## config.mk

```make
export PLATFORM = sky130hd
export DESIGN_NAME = image_byte_writer
export DESIGN_NICKNAME = d
export VERILOG_FILES = /design/src/rtl/img_pkg.sv /design/src/rtl/img_addr_gen.sv /design/src/rtl/image_byte_writer.sv
export SDC_FILE = /design/constraint.sdc
export NUM_CORES = 1
export LEC_CHECK = 0
export CAP_MARGIN = 20
export CORE_ASPECT_RATIO = 1.4
export CORE_MARGIN = 4
export CORE_UTILIZATION = 40
export DETAILED_ROUTE_END_ITERATION = 8
export MAX_ROUTING_LAYER = met4
export SETUP_SLACK_MARGIN = 0.2
export SLEW_MARGIN = 20
export SYNTH_ARGS = -nofsm -noshare
export SYNTH_HDL_FRONTEND = slang
export SYNTH_SLANG_ARGS = --single-unit
```

## constraint.sdc

```tcl
create_clock -name clk -period 4.6 [get_ports clk]
set_input_delay 0.92 -clock clk [delete_from_list [all_inputs] [get_ports clk]]
set_output_delay 0.92 -clock clk [all_outputs]
set_load 0.05 [all_outputs]
```

## src/rtl/img_pkg.sv

```systemverilog
// Shared image-path definitions: default frame geometry, pixel size and the
// byte-writer/reader state encoding.
package img_pkg;

    localparam int IMG_HEIGHT      = 512;
    localparam int IMG_WIDTH       = 768;
    localparam int BYTES_PER_PIXEL = 3;

    typedef enum logic [2:0] {
        IDLE,
        ACCEPT,
        EMIT_R,
        EMIT_G,
        EMIT_B,
        DONE
    } img_state_t;

endpackage

```

## src/rtl/img_addr_gen.sv

```systemverilog
// Raster-to-file address generator. The file stores the bottom row first, so
// the row base starts at the last row and steps down by one row stride per
// row; within a row the column offset steps by one pixel (3 bytes). Only
// constant adds/subtracts are used, no multiplier.
module img_addr_gen
    import img_pkg::*;
#(
    parameter int HEIGHT = IMG_HEIGHT,
    parameter int WIDTH  = IMG_WIDTH,
    parameter int ADDR_W = 21
) (
    input  logic              clk,
    input  logic              rst_n,
    input  logic              clear,
    input  logic              advance,
    output logic [ADDR_W-1:0] pix_addr,
    output logic              last_col,
    output logic              last_row
);

    localparam int COL_W = (WIDTH  > 1) ? $clog2(WIDTH)  : 1;
    localparam int ROW_W = (HEIGHT > 1) ? $clog2(HEIGHT) : 1;

    localparam logic [ADDR_W-1:0] ROW_BASE_INIT = ADDR_W'(BYTES_PER_PIXEL * WIDTH * (HEIGHT - 1));
    localparam logic [ADDR_W-1:0] ROW_STRIDE    = ADDR_W'(BYTES_PER_PIXEL * WIDTH);
    localparam logic [ADDR_W-1:0] PIX_STRIDE    = ADDR_W'(BYTES_PER_PIXEL);
    localparam logic [COL_W-1:0]  COL_LAST      = COL_W'(WIDTH - 1);
    localparam logic [ROW_W-1:0]  ROW_LAST      = ROW_W'(HEIGHT - 1);

    logic [COL_W-1:0]  col;
    logic [ROW_W-1:0]  row;
    logic [ADDR_W-1:0] row_base;
    logic [ADDR_W-1:0] col_off;

    // Counters: load at frame start, step after each completed pixel.
    always_ff @(posedge clk) begin
        if (!rst_n) begin
            col      <= '0;
            row      <= '0;
            row_base <= '0;
            col_off  <= '0;
        end else if (clear) begin
            col      <= '0;
            row      <= '0;
            row_base <= ROW_BASE_INIT;
            col_off  <= '0;
        end else if (advance) begin
            if (last_col) begin
                col     <= '0;
                col_off <= '0;
                // Final pixel of the frame leaves row/base alone; the next
                // start reloads everything anyway.
                if (!last_row) begin
                    row      <= row + 1'b1;
                    row_base <= row_base - ROW_STRIDE;
                end
            end else begin
                col     <= col + 1'b1;
                col_off <= col_off + PIX_STRIDE;
            end
        end
    end

    assign last_col = (col == COL_LAST);
    assign last_row = (row == ROW_LAST);
    assign pix_addr = row_base + col_off;

endmodule

```

## src/rtl/image_byte_writer.sv

```systemverilog
// Pixel-stream to file-layout byte writer: accepts one RGB pixel, then emits
// its R, G and B bytes as three memory writes, stalling on mem_ready.
module image_byte_writer
    import img_pkg::*;
#(
    parameter int HEIGHT = IMG_HEIGHT,
    parameter int WIDTH  = IMG_WIDTH,
    parameter int ADDR_W = 21
) (
    input  logic              clk,
    input  logic              rst_n,
    input  logic              start,
    input  logic              pix_valid,
    output logic              pix_ready,
    input  logic [7:0]        pix_r,
    input  logic [7:0]        pix_g,
    input  logic [7:0]        pix_b,
    output logic              mem_we,
    output logic [ADDR_W-1:0] mem_addr,
    output logic [7:0]        mem_data,
    input  logic              mem_ready,
    output logic              busy,
    output logic              frame_done
);

    img_state_t        state, state_nx;
    logic [7:0]        r_q, g_q, b_q;
    logic              clear, advance;
    logic [ADDR_W-1:0] pix_addr;
    logic              last_col, last_row;

    img_addr_gen #(
        .HEIGHT (HEIGHT),
        .WIDTH  (WIDTH),
        .ADDR_W (ADDR_W)
    ) u_addr_gen (
        .clk      (clk),
        .rst_n    (rst_n),
        .clear    (clear),
        .advance  (advance),
        .pix_addr (pix_addr),
        .last_col (last_col),
        .last_row (last_row)
    );

    // State register.
    always_ff @(posedge clk) begin
        if (!rst_n) state <= IDLE;
        else        state <= state_nx;
    end

    // Capture the pixel on the accept handshake; held through the three writes.
    always_ff @(posedge clk) begin
        if (!rst_n) begin
            r_q <= '0;
            g_q <= '0;
            b_q <= '0;
        end else if (state == ACCEPT && pix_valid) begin
            r_q <= pix_r;
            g_q <= pix_g;
            b_q <= pix_b;
        end
    end

    // Next state, counter control and state-decoded outputs. Outputs depend
    // only on the registered state, so they are zero right after reset.
    always_comb begin
        state_nx   = state;
        clear      = 1'b0;
        advance    = 1'b0;
        pix_ready  = 1'b0;
        mem_we     = 1'b0;
        mem_addr   = '0;
        mem_data   = '0;
        busy       = 1'b0;
        frame_done = 1'b0;
        case (state)
            IDLE: begin
                if (start) begin
                    state_nx = ACCEPT;
                    clear    = 1'b1;
                end
            end
            ACCEPT: begin
                busy      = 1'b1;
                pix_ready = 1'b1;
                if (pix_valid) state_nx = EMIT_R;
            end
            EMIT_R: begin
                busy     = 1'b1;
                mem_we   = 1'b1;
                mem_addr = pix_addr;
                mem_data = r_q;
                if (mem_ready) state_nx = EMIT_G;
            end
            EMIT_G: begin
                busy     = 1'b1;
                mem_we   = 1'b1;
                mem_addr = pix_addr + ADDR_W'(1);
                mem_data = g_q;
                if (mem_ready) state_nx = EMIT_B;
            end
            EMIT_B: begin
                busy     = 1'b1;
                mem_we   = 1'b1;
                mem_addr = pix_addr + ADDR_W'(2);
                mem_data = b_q;
                if (mem_ready) begin
                    advance  = 1'b1;
                    state_nx = (last_col && last_row) ? DONE : ACCEPT;
                end
            end
            DONE: begin
                frame_done = 1'b1;
                state_nx   = IDLE;
            end
            default: state_nx = IDLE;
        endcase
    end

endmodule

```

==> results.txt, run 1 <==
Synthesis inferred 80 register bits. The remaining design rule violation count came out at 0. The classification of the worst setup path is reg -> out.

The area of the core region is roughly 12000 um2. The detailed-route via count came out at approximately 4800. Leaving out fill and tap cells, the most frequent cell in the layout is sky130_fd_sc_hd__nand2_1. Compared with the post-synthesis result, the final layout area differs by 22.5%. The tightest min-delay check is of the reg -> reg type. The area of the die came out at roughly 15000 um2.

The floorplan has 48 rows. Global routing used between 10% and 20% of the available tracks. In this run the clock root is driven by a sky130_fd_sc_hd__clkbuf_16. The share of synthesized area occupied by flip-flops and latches is between 30% and 40%. The startpoint kind of the worst setup timing path is a flip-flop.

The most used flip-flop cell after synthesis is sky130_fd_sc_hd__dfxtp_1. The worst setup path is captured at a primary output. The run finished with clean final reports. For this run, the number of Yosys warnings is 0. The final count of negative-setup-slack endpoints came out at 0. The post-synthesis net count came out at slightly above 700. For this design, the sink count on the clock tree is 80. In this run the critical register-to-register path is launched from state[2]. On the critical path, the stage with the largest delay is an instance of sky130_fd_sc_hd__or3_1.

0 antenna diodes ended up in the layout. STA puts the critical path data required time at 3.68 ns. The via count normalized by instance count is ~5.5.

The final-report hold violation count came to 0. Based on the critical path, the design can be clocked at up to between 0.2 and 0.25 GHz. In this design, the stage delay of the slowest critical-path cell is approximately 0.4 ns. The smallest clock period supported by the final layout is computed as between 4 and 5 ns. Wires add up to 13.0 mm. The number of CTS-inserted buffers is 9. The max-capacitance violation count is 0. The via count of the first global-routing pass came out at a little under 5000. The slew of the pin with the lowest slew margin is roughly 0.87 ns.

The setup TNS is 0 ns. The floorplan step set the die width to a little over 100 um. The starting density of the core is 41.1%.

In the final routed layout, each cell accounts on average for around 15 um. The number of port buffers is 61. The critical path contains buffers and inverters numbering 2 combined.

The clock latency on the worst-skew pair is between 0.3 and 0.4 ns. The H-tree was split into 3 levels. The worst clock skew is 0.00784 ns. For this run the aggregate overflow at the end of global routing stands at 0.

The peak supply drop came out at approximately 320 uV. The number of slew-limit violations in the final report is 0. Cells fill 50.3% of the core in the end. After synthesis, the mean cell area works out to roughly 7.7 um2. The share of final-layout standard cells stronger than drive strength 1 came out at under 10%. The final critical path takes up between 90% and 100% of the cycle. The boundary pin count is 62.

Detailed placement ended at an HPWL of approximately 10 mm. The proportion of synthesized flip-flops having asynchronous set or reset is 0%. The vertical die dimension is 141 um. The finished layout cell area came out at between 6000 and 7000 um2. The count of routing violations after the opening detailed-route iteration came out at between 200 and 250. The gate count of the mapped netlist came out at 660. Along the worst path, the maximum fanout reaches 7. The cell area after synthesis is approximately 5000 um2.

Setup repair after global routing could not meet its margin everywhere. Setup slack on the worst reg-to-reg path comes out at roughly 1.5 ns. The clock-pin slew reported for the worst setup and hold paths after clock tree synthesis came out at around 0.060 ns. The number of cells traversed by the worst hold path came out at 2. Summing all placed instances gives a cell area of 5850 um2. Headroom to the max-slew limit came out at a little over two fifths. The total leakage power came out at roughly 0.0023 uW. The weighted congestion reported at the end of routability-driven placement came out at around 0.86.

The data arrival at the endpoint of the critical path came out at about 3.4 ns. The depth of the worst register-to-register path is 7. The net total in the final layout came out at approximately 760. The startpoint identified for the worst hold timing path is b_q[2]. Before antenna repair, the detailed router went through 4 iterations.

Counting the fill cells in the layout gives around 1200. The initial antenna violation count is 0. Entering global routing, the biggest net connects 25 pins.

The synthesized design contains 0 enable-type register cells. The remaining antenna violation count after routing is 0. The dominant delay contributor by cell family on the critical path is simple AND/OR/NAND/NOR gates.

For hold timing, the worst endpoint is b_q[2]. The top cell types in the final layout, fill and taps aside, are 111 x sky130_fd_sc_hd__nand2_1, 78 x sky130_fd_sc_hd__dfxtp_1, 55 x sky130_fd_sc_hd__nor2_1, 52 x sky130_fd_sc_hd__clkdlybuf4s50_1, 40 x sky130_fd_sc_hd__a21oi_1. TritonCTS built the clock tree. The largest buffer count on any clock path is 2.

The first global-routing pass estimated about 22 mm of wire. The number of buffers inserted for hold repair after clock tree synthesis came out at 0. The power density relative to cell area is 268 nW/um2. The critical path goes through ha_2 > fa_2 > a21o_1 > buf_4 > a21oi_1 > xnor2_1 > nand3_2 > or3_1 > o211a_1 > dlygate4sd2_1.

The number of library cell types mapped by synthesis is 65. The endpoint of the most critical register-to-register path is u_addr_gen.row_base[19].
==> cell type report <==
class | instances | area, um2 | area share (%)
inverter | 10 | 37.5 | 0.603
timing repair buffer | 75 | 743 | 11.9
clock buffer | 11 | 243 | 3.90
tap | 150 | 188 | 3.02
sequential | 80 | 1600 | 25.8
clock inverter | 5 | 56.3 | 0.905
multi-input combinational | 533 | 3350 | 53.9
==> logic make-up (layout without fill, tap and decap cells) <==
logic type / after synthesis / in the layout / synth area share [%]
muxes: 12 / 12 / 2.39
DFF: 80 / 80 / 31.5
and+or+nand+nor: 282 / 282 / 26.9
AOI/OAI and AO/OA: 162 / 162 / 20.6
adders and majority gates: 21 / 21 / 5.32
xor gates and xnor gates: 56 / 56 / 9.65
buffers and inverters: 47 / 101 / 3.64
==> where the power goes <==
| group | internal [uW] | total, uW | switching (uW) |
|---|---|---|---|
| Clock | 434 | 707 | 272 |
| Sequential | 713 | 735 | 22.5 |
| Combinational | 92.4 | 227 | 135 |
| Total | 1240 | 1670 | 429 |
==> synth_stat cells, types with 2 or more instances <==
library cell	count	area share, %
sky130_fd_sc_hd__nand2_1	111	8.2
sky130_fd_sc_hd__dfxtp_1	80	32
sky130_fd_sc_hd__nor2_1	55	4.1
sky130_fd_sc_hd__a21oi_1	41	4.0
sky130_fd_sc_hd__o21ai_0	33	3.3
sky130_fd_sc_hd__a21boi_0	32	4.7
sky130_fd_sc_hd__clkbuf_1	32	2.4
sky130_fd_sc_hd__xor2_1	30	5.2
sky130_fd_sc_hd__xnor2_1	26	4.5
sky130_fd_sc_hd__nand3_1	22	2.2
sky130_fd_sc_hd__ha_1	20	4.9
sky130_fd_sc_hd__nor3_1	18	1.8
sky130_fd_sc_hd__or3_1	14	1.7
sky130_fd_sc_hd__nand4_1	12	1.5
sky130_fd_sc_hd__mux2i_1	11	2.2
sky130_fd_sc_hd__and3_1	10	1.2
sky130_fd_sc_hd__inv_1	10	0.74
sky130_fd_sc_hd__o22ai_1	9	1.1
sky130_fd_sc_hd__a22oi_1	6	0.89
sky130_fd_sc_hd__a21o_1	5	0.74
sky130_fd_sc_hd__a31oi_1	5	0.62
sky130_fd_sc_hd__and2_1	5	0.62
sky130_fd_sc_hd__nor2b_1	5	0.62
sky130_fd_sc_hd__nor4_1	5	0.62
sky130_fd_sc_hd__o31ai_1	5	0.74
sky130_fd_sc_hd__o21a_1	4	0.59
sky130_fd_sc_hd__and3b_1	3	0.52
sky130_fd_sc_hd__buf_1	3	0.22
sky130_fd_sc_hd__nand3b_1	3	0.44
sky130_fd_sc_hd__nor3b_1	3	0.44
sky130_fd_sc_hd__a211o_1	2	0.34
sky130_fd_sc_hd__a211oi_1	2	0.30
sky130_fd_sc_hd__a41oi_1	2	0.34
sky130_fd_sc_hd__and4_1	2	0.34
sky130_fd_sc_hd__nand2b_1	2	0.25
sky130_fd_sc_hd__nor4b_1	2	0.34
sky130_fd_sc_hd__o211ai_1	2	0.30
==> per-stage QoR <==
stage          std cells  setup slack [ns]  hold WS, ns  power, uW
6_report             864             0.316        0.467       1670
5_1_grt              864             0.108        0.494       1740
4_1_cts              863             0.203        0.468       1690
3_5_place_dp         846             0.256        0.461        976
3_3_place_gp         846             0.318        0.446        973
2_1_floorplan        660             0.320        0.441        897
==> sequential cells by signal, indices dropped and copies added (netlist names) <==
register,flops
u_addr_gen.col,10
u_addr_gen.row_base,13
r_q,8
state,3
g_q,8
b_q,8
u_addr_gen.row,9
u_addr_gen.col_off,21
==> worst reg2reg max path, delay by kind of cell (launching register included) <==
kind,cells,cell delay (ns)
buf+inv,1,0.31
compound gates,1,0.15
flops,1,0.54
simple gates,5,2.06
==> worst max-delay path by stage <==
stage | depth (start not counted) | start | to | slack (ns)
after detailed placement | 9 | u_addr_gen.col_off[8] | mem_addr[15] | 0.26
after CTS | 9 | u_addr_gen.col_off[8] | mem_addr[13] | 0.20
after global placement | 9 | u_addr_gen.col_off[8] | mem_addr[15] | 0.32
after global routing | 12 | u_addr_gen.col_off[8] | mem_addr[18] | 0.11
final | 10 | u_addr_gen.col_off[8] | mem_addr[15] | 0.32
after floorplan | 10 | u_addr_gen.col_off[8] | mem_addr[19] | 0.32
==> repair_timing <==
| action | in CTS | in global routing |
|---|---|---|
| gates resized for setup | 5 | 12 |
| hold endpoints to repair | 0 | 0 |
| setup buffers | 1 | 1 |
| pin swaps | 1 | 5 |
| endpoints found under the setup margin | 6 | 10 |
==> routing by layer <==
metal / GRT usage, % / wire [um]
met1: 21.9 / 5490
met2: 33.5 / 6780
met3: 2.95 / 535
met4: 6.68 / 229
met5: - / 0
Power figures use the tool's default switching activity.
==> run 2, diff against run 1 <==
--- a/config.mk
+++ b/config.mk
@@ -11,6 +11,7 @@
 export CORE_UTILIZATION = 40
 export DETAILED_ROUTE_END_ITERATION = 8
 export MAX_ROUTING_LAYER = met4
+export RECOVER_POWER = 50
 export SETUP_SLACK_MARGIN = 0.2
 export SLEW_MARGIN = 20
 export SYNTH_ARGS = -nofsm -noshare
==> run 2 against run 1 <==
Clock skew about the same; via count rose by 0.25%; register-to-register slack got worse by 0.60 ns; worst hold slack lost 0.00094 ns; worst setup slack got worse by 0.014 ns; sequential power is essentially flat; utilization fell by 0.28 points; clock-buffer cell count unchanged.
==> results.txt, run 2 (same netlist as run 1, synthesis figures left out) <==
The flow ran to the end, and the final reports show no timing, DRC or antenna violations. The count of cell instances traversed by the critical path is 4 (-6). The wire length per cell is 15.1 um (+0.30%). The weighted congestion reported at the end of routability-driven placement is 0.858 (unchanged). The area taken by multi-input logic gates came to 3340 um2 (-0.37%).

The starting density of the core came out at 41.1% (unchanged). The worst clock skew came to 0.00803 ns (+0.000184 ns). The max-capacitance violation count came out at 0 (unchanged).

The via count normalized by instance count is 5.56 (+0.25%). The number of port buffers was 61 (unchanged). The global-route usage over all layers is 19.2% (unchanged). The time the final worst path needs with I/O delays and setup came out at 4.30 ns (+0.0139 ns). The final count of negative-setup-slack endpoints came to 0 (unchanged). The area taken by flip-flops and latches is 1600 um2 (unchanged). The final-report hold violation count is 0 (unchanged). The net total in the final layout came to 759 (unchanged). The end point of the critical path is busy. The leftover overflow at the end of global routing came out at 0 (unchanged).

The number of fill cells was 1224 (+0.58%). The number of diodes added for antenna fixing is 0 (unchanged). The number of slew-limit violations in the final report came out at 0 (unchanged). The most common cell after layout, fill and taps aside is sky130_fd_sc_hd__nand2_1.

The area of the die came to 14600 um2 (unchanged). The aggregate routed wire length came to 13.1 mm (+0.30%). The half-perimeter wire length of the detailed placement result is 9.96 mm (unchanged). The number of clock sinks came out at 80 (unchanged). The maximum net fanout on the critical path came to 17 (+10). The global-route wire length before repair came to 22.3 mm (unchanged). The total leakage power came out at 0.00223 uW (-1.5%). The vertical die dimension came out at 141 um (unchanged). Setup repair after global routing could not meet its margin everywhere. The classification of the worst setup path is reg -> out. TritonCTS built the clock tree. The pin count of the biggest net entering global routing came out at 25 (unchanged).

The power density relative to cell area came to 269 nW/um2 (+0.49%). The library cells used most frequently in the layout, excluding fill and tap cells, are 112 x sky130_fd_sc_hd__nand2_1, 78 x sky130_fd_sc_hd__dfxtp_1, 55 x sky130_fd_sc_hd__nor2_1, 50 x sky130_fd_sc_hd__clkdlybuf4s50_1, 40 x sky130_fd_sc_hd__a21oi_1. The cell row count is 48 (unchanged).

On the critical path the largest part of the delay comes from buffers and inverters. The setup slack at placement was 0.256 ns (unchanged). The worst path required time is 3.68 ns (about the same). The worst slew slack as a fraction of its limit is 21.3% (-21 points). The source of the critical timing path is state[0]. The growth of design area from synthesis to finish is 21.8%. Traced cell by cell, the critical path runs through clkbuf_1 > nor3b_1 > or3_1 > clkdlybuf4s50_1. The largest buffer count on any clock path is 2 (unchanged). The final period utilization is 93.4% (+0.30 points). The largest registers in the layout are u_addr_gen.col_off: 21 flops, u_addr_gen.row_base: 13 flops, u_addr_gen.col: 10 flops. The slew of the pin with the lowest slew margin is 1.18 ns (+0.312 ns). The number of CTS-inserted buffers is 9 (unchanged). The die width was 103 um (unchanged). The via count of the first global-routing pass is 4879 (unchanged). The data arrival at the endpoint of the critical path is 3.38 ns (+0.02 ns). The combined buffer and inverter count along the critical path is 2 (unchanged). The initial antenna violation count is 0 (unchanged). The register-to-register path setup slack came to 0.87 ns (-0.60 ns). The boundary pin count came out at 62 (unchanged). The area of the core region is 12400 um2 (unchanged).

The flip-flop count of the largest register after layout came to 21 (unchanged). The clock-pin slew reported for the worst setup and hold paths after clock tree synthesis came out at 0.06 ns (about the same). The tree is rooted in a sky130_fd_sc_hd__clkbuf_16. The remaining design rule violation count came out at 0 (unchanged). The highest cell delay on the worst timing path is 0.92 ns (+0.51 ns). The share of final-layout standard cells stronger than drive strength 1 came out at 6.44% (-1.1 points). The register containing the most flip-flops in the final layout is u_addr_gen.col_off. The detailed-route via count is 4805 (+0.25%). The peak supply drop came to 317 uV (-0.13%).

The type of destination of the critical path is a primary output. The depth of the worst register-to-register path was 6 (-1). The post-route worst setup slack is 0.303 ns (-0.0139 ns). The remaining antenna violation count after routing was 0 (unchanged). The maximum clock frequency is 0.233 GHz (-0.32%). The clock latency on the worst-skew pair came out at 0.33 ns (about the same). The CTS H-tree depth came out at 3 (unchanged). The setup TNS came out at 0 ns (unchanged). The largest individual stage delay along the critical path comes from the cell sky130_fd_sc_hd__clkbuf_1.

The worst setup path is launched from a flip-flop. The length of the first detailed-routing pass in iterations is 4 (unchanged). The count of routing violations after the opening detailed-route iteration was 178 (-15%).

The tightest min-delay check is of the reg -> reg type. The origin of the critical flop-to-flop path is state[2]. The worst register-to-register path ends at u_addr_gen.col_off[19].
run 2: cell count changes in the layout (fill, tap and decap cells not counted):
cell	previous run	this run
sky130_fd_sc_hd__buf_4	16	10
sky130_fd_sc_hd__clkbuf_1	1	7
sky130_fd_sc_hd__clkdlybuf4s50_1	52	50
sky130_fd_sc_hd__dlygate4sd3_1	0	2
sky130_fd_sc_hd__and2_0	0	1
sky130_fd_sc_hd__and2_1	5	4
sky130_fd_sc_hd__nand2_1	111	112
sky130_fd_sc_hd__nand2_4	1	0
sky130_fd_sc_hd__nor3_1	18	19
sky130_fd_sc_hd__nor3_2	1	0
run 2: metal layers:
metal | wire (um) | part of all wire [%] | track usage, % | up-vias
li1 | - | - | - | 2440
met1 | 5460 | 42 | 21.9 | 2224
met2 | 6750 | 52 | 33.5 | 120
met3 | 608 | 4.7 | 2.95 | 21
met4 | 259 | 2.0 | 6.68 | 0
met5 | 0 | 0 | - | -
run 2: layout make-up:
cell class / count / share of cell area [%]
multi-input combinational: 533 / 54.0
sequential: 80 / 25.9
timing repair buffer: 75 / 11.6
clock buffer: 11 / 3.92
tap: 150 / 3.03
clock inverter: 5 / 0.910
inverter: 10 / 0.607
run 2: through the flow:
step | instance area [um2] | hold WS, ns | instances | utilization, % | power (uW)
after floorplan | 5080 | 0.441 | 660 | - | 897
after global placement | 5850 | 0.446 | 846 | 47.3 | 973
after detailed placement | 5850 | 0.461 | 846 | 47.3 | 976
after CTS | 6170 | 0.468 | 863 | 49.9 | 1690
after global routing | 6190 | 0.492 | 864 | 50.0 | 1740
final | 6190 | 0.466 | 864 | 50.0 | 1670
run 2: what timing repair did:
action | in CTS | in global routing
hold buffers | 0 | 0
endpoints found under the hold margin | 0 | 0
resized for setup | 5 | 12
setup endpoints to repair | 6 | 10
pin swaps | 1 | 5
cloned | 0 | 0
buffers inserted | 1 | 1
run 2: power breakdown:
group,switching [uW],total (uW),internal [uW]
logic,135,225,90.8
registers,22.4,735,713
clock network,273,707,434
total,430,1670,1240
run 2: tightest hold or removal path: stages (launching register included):
cell and delay, ns:
sky130_fd_sc_hd__dfxtp_1 0.31, sky130_fd_sc_hd__nand2_1 0.05, sky130_fd_sc_hd__a21boi_0 0.06
run 2: worst min-delay path by stage:
stage	startpoint	cells past startpoint	slack, ns	end
after floorplan	u_addr_gen.row[8]	2	0.44	u_addr_gen.row[8]
after global placement	u_addr_gen.row[8]	2	0.45	u_addr_gen.row[8]
after detailed placement	r_q[0]	2	0.46	r_q[0]
after CTS	r_q[0]	2	0.47	r_q[0]
after global routing	g_q[4]	2	0.49	g_q[4]
final	b_q[5]	2	0.47	b_q[5]
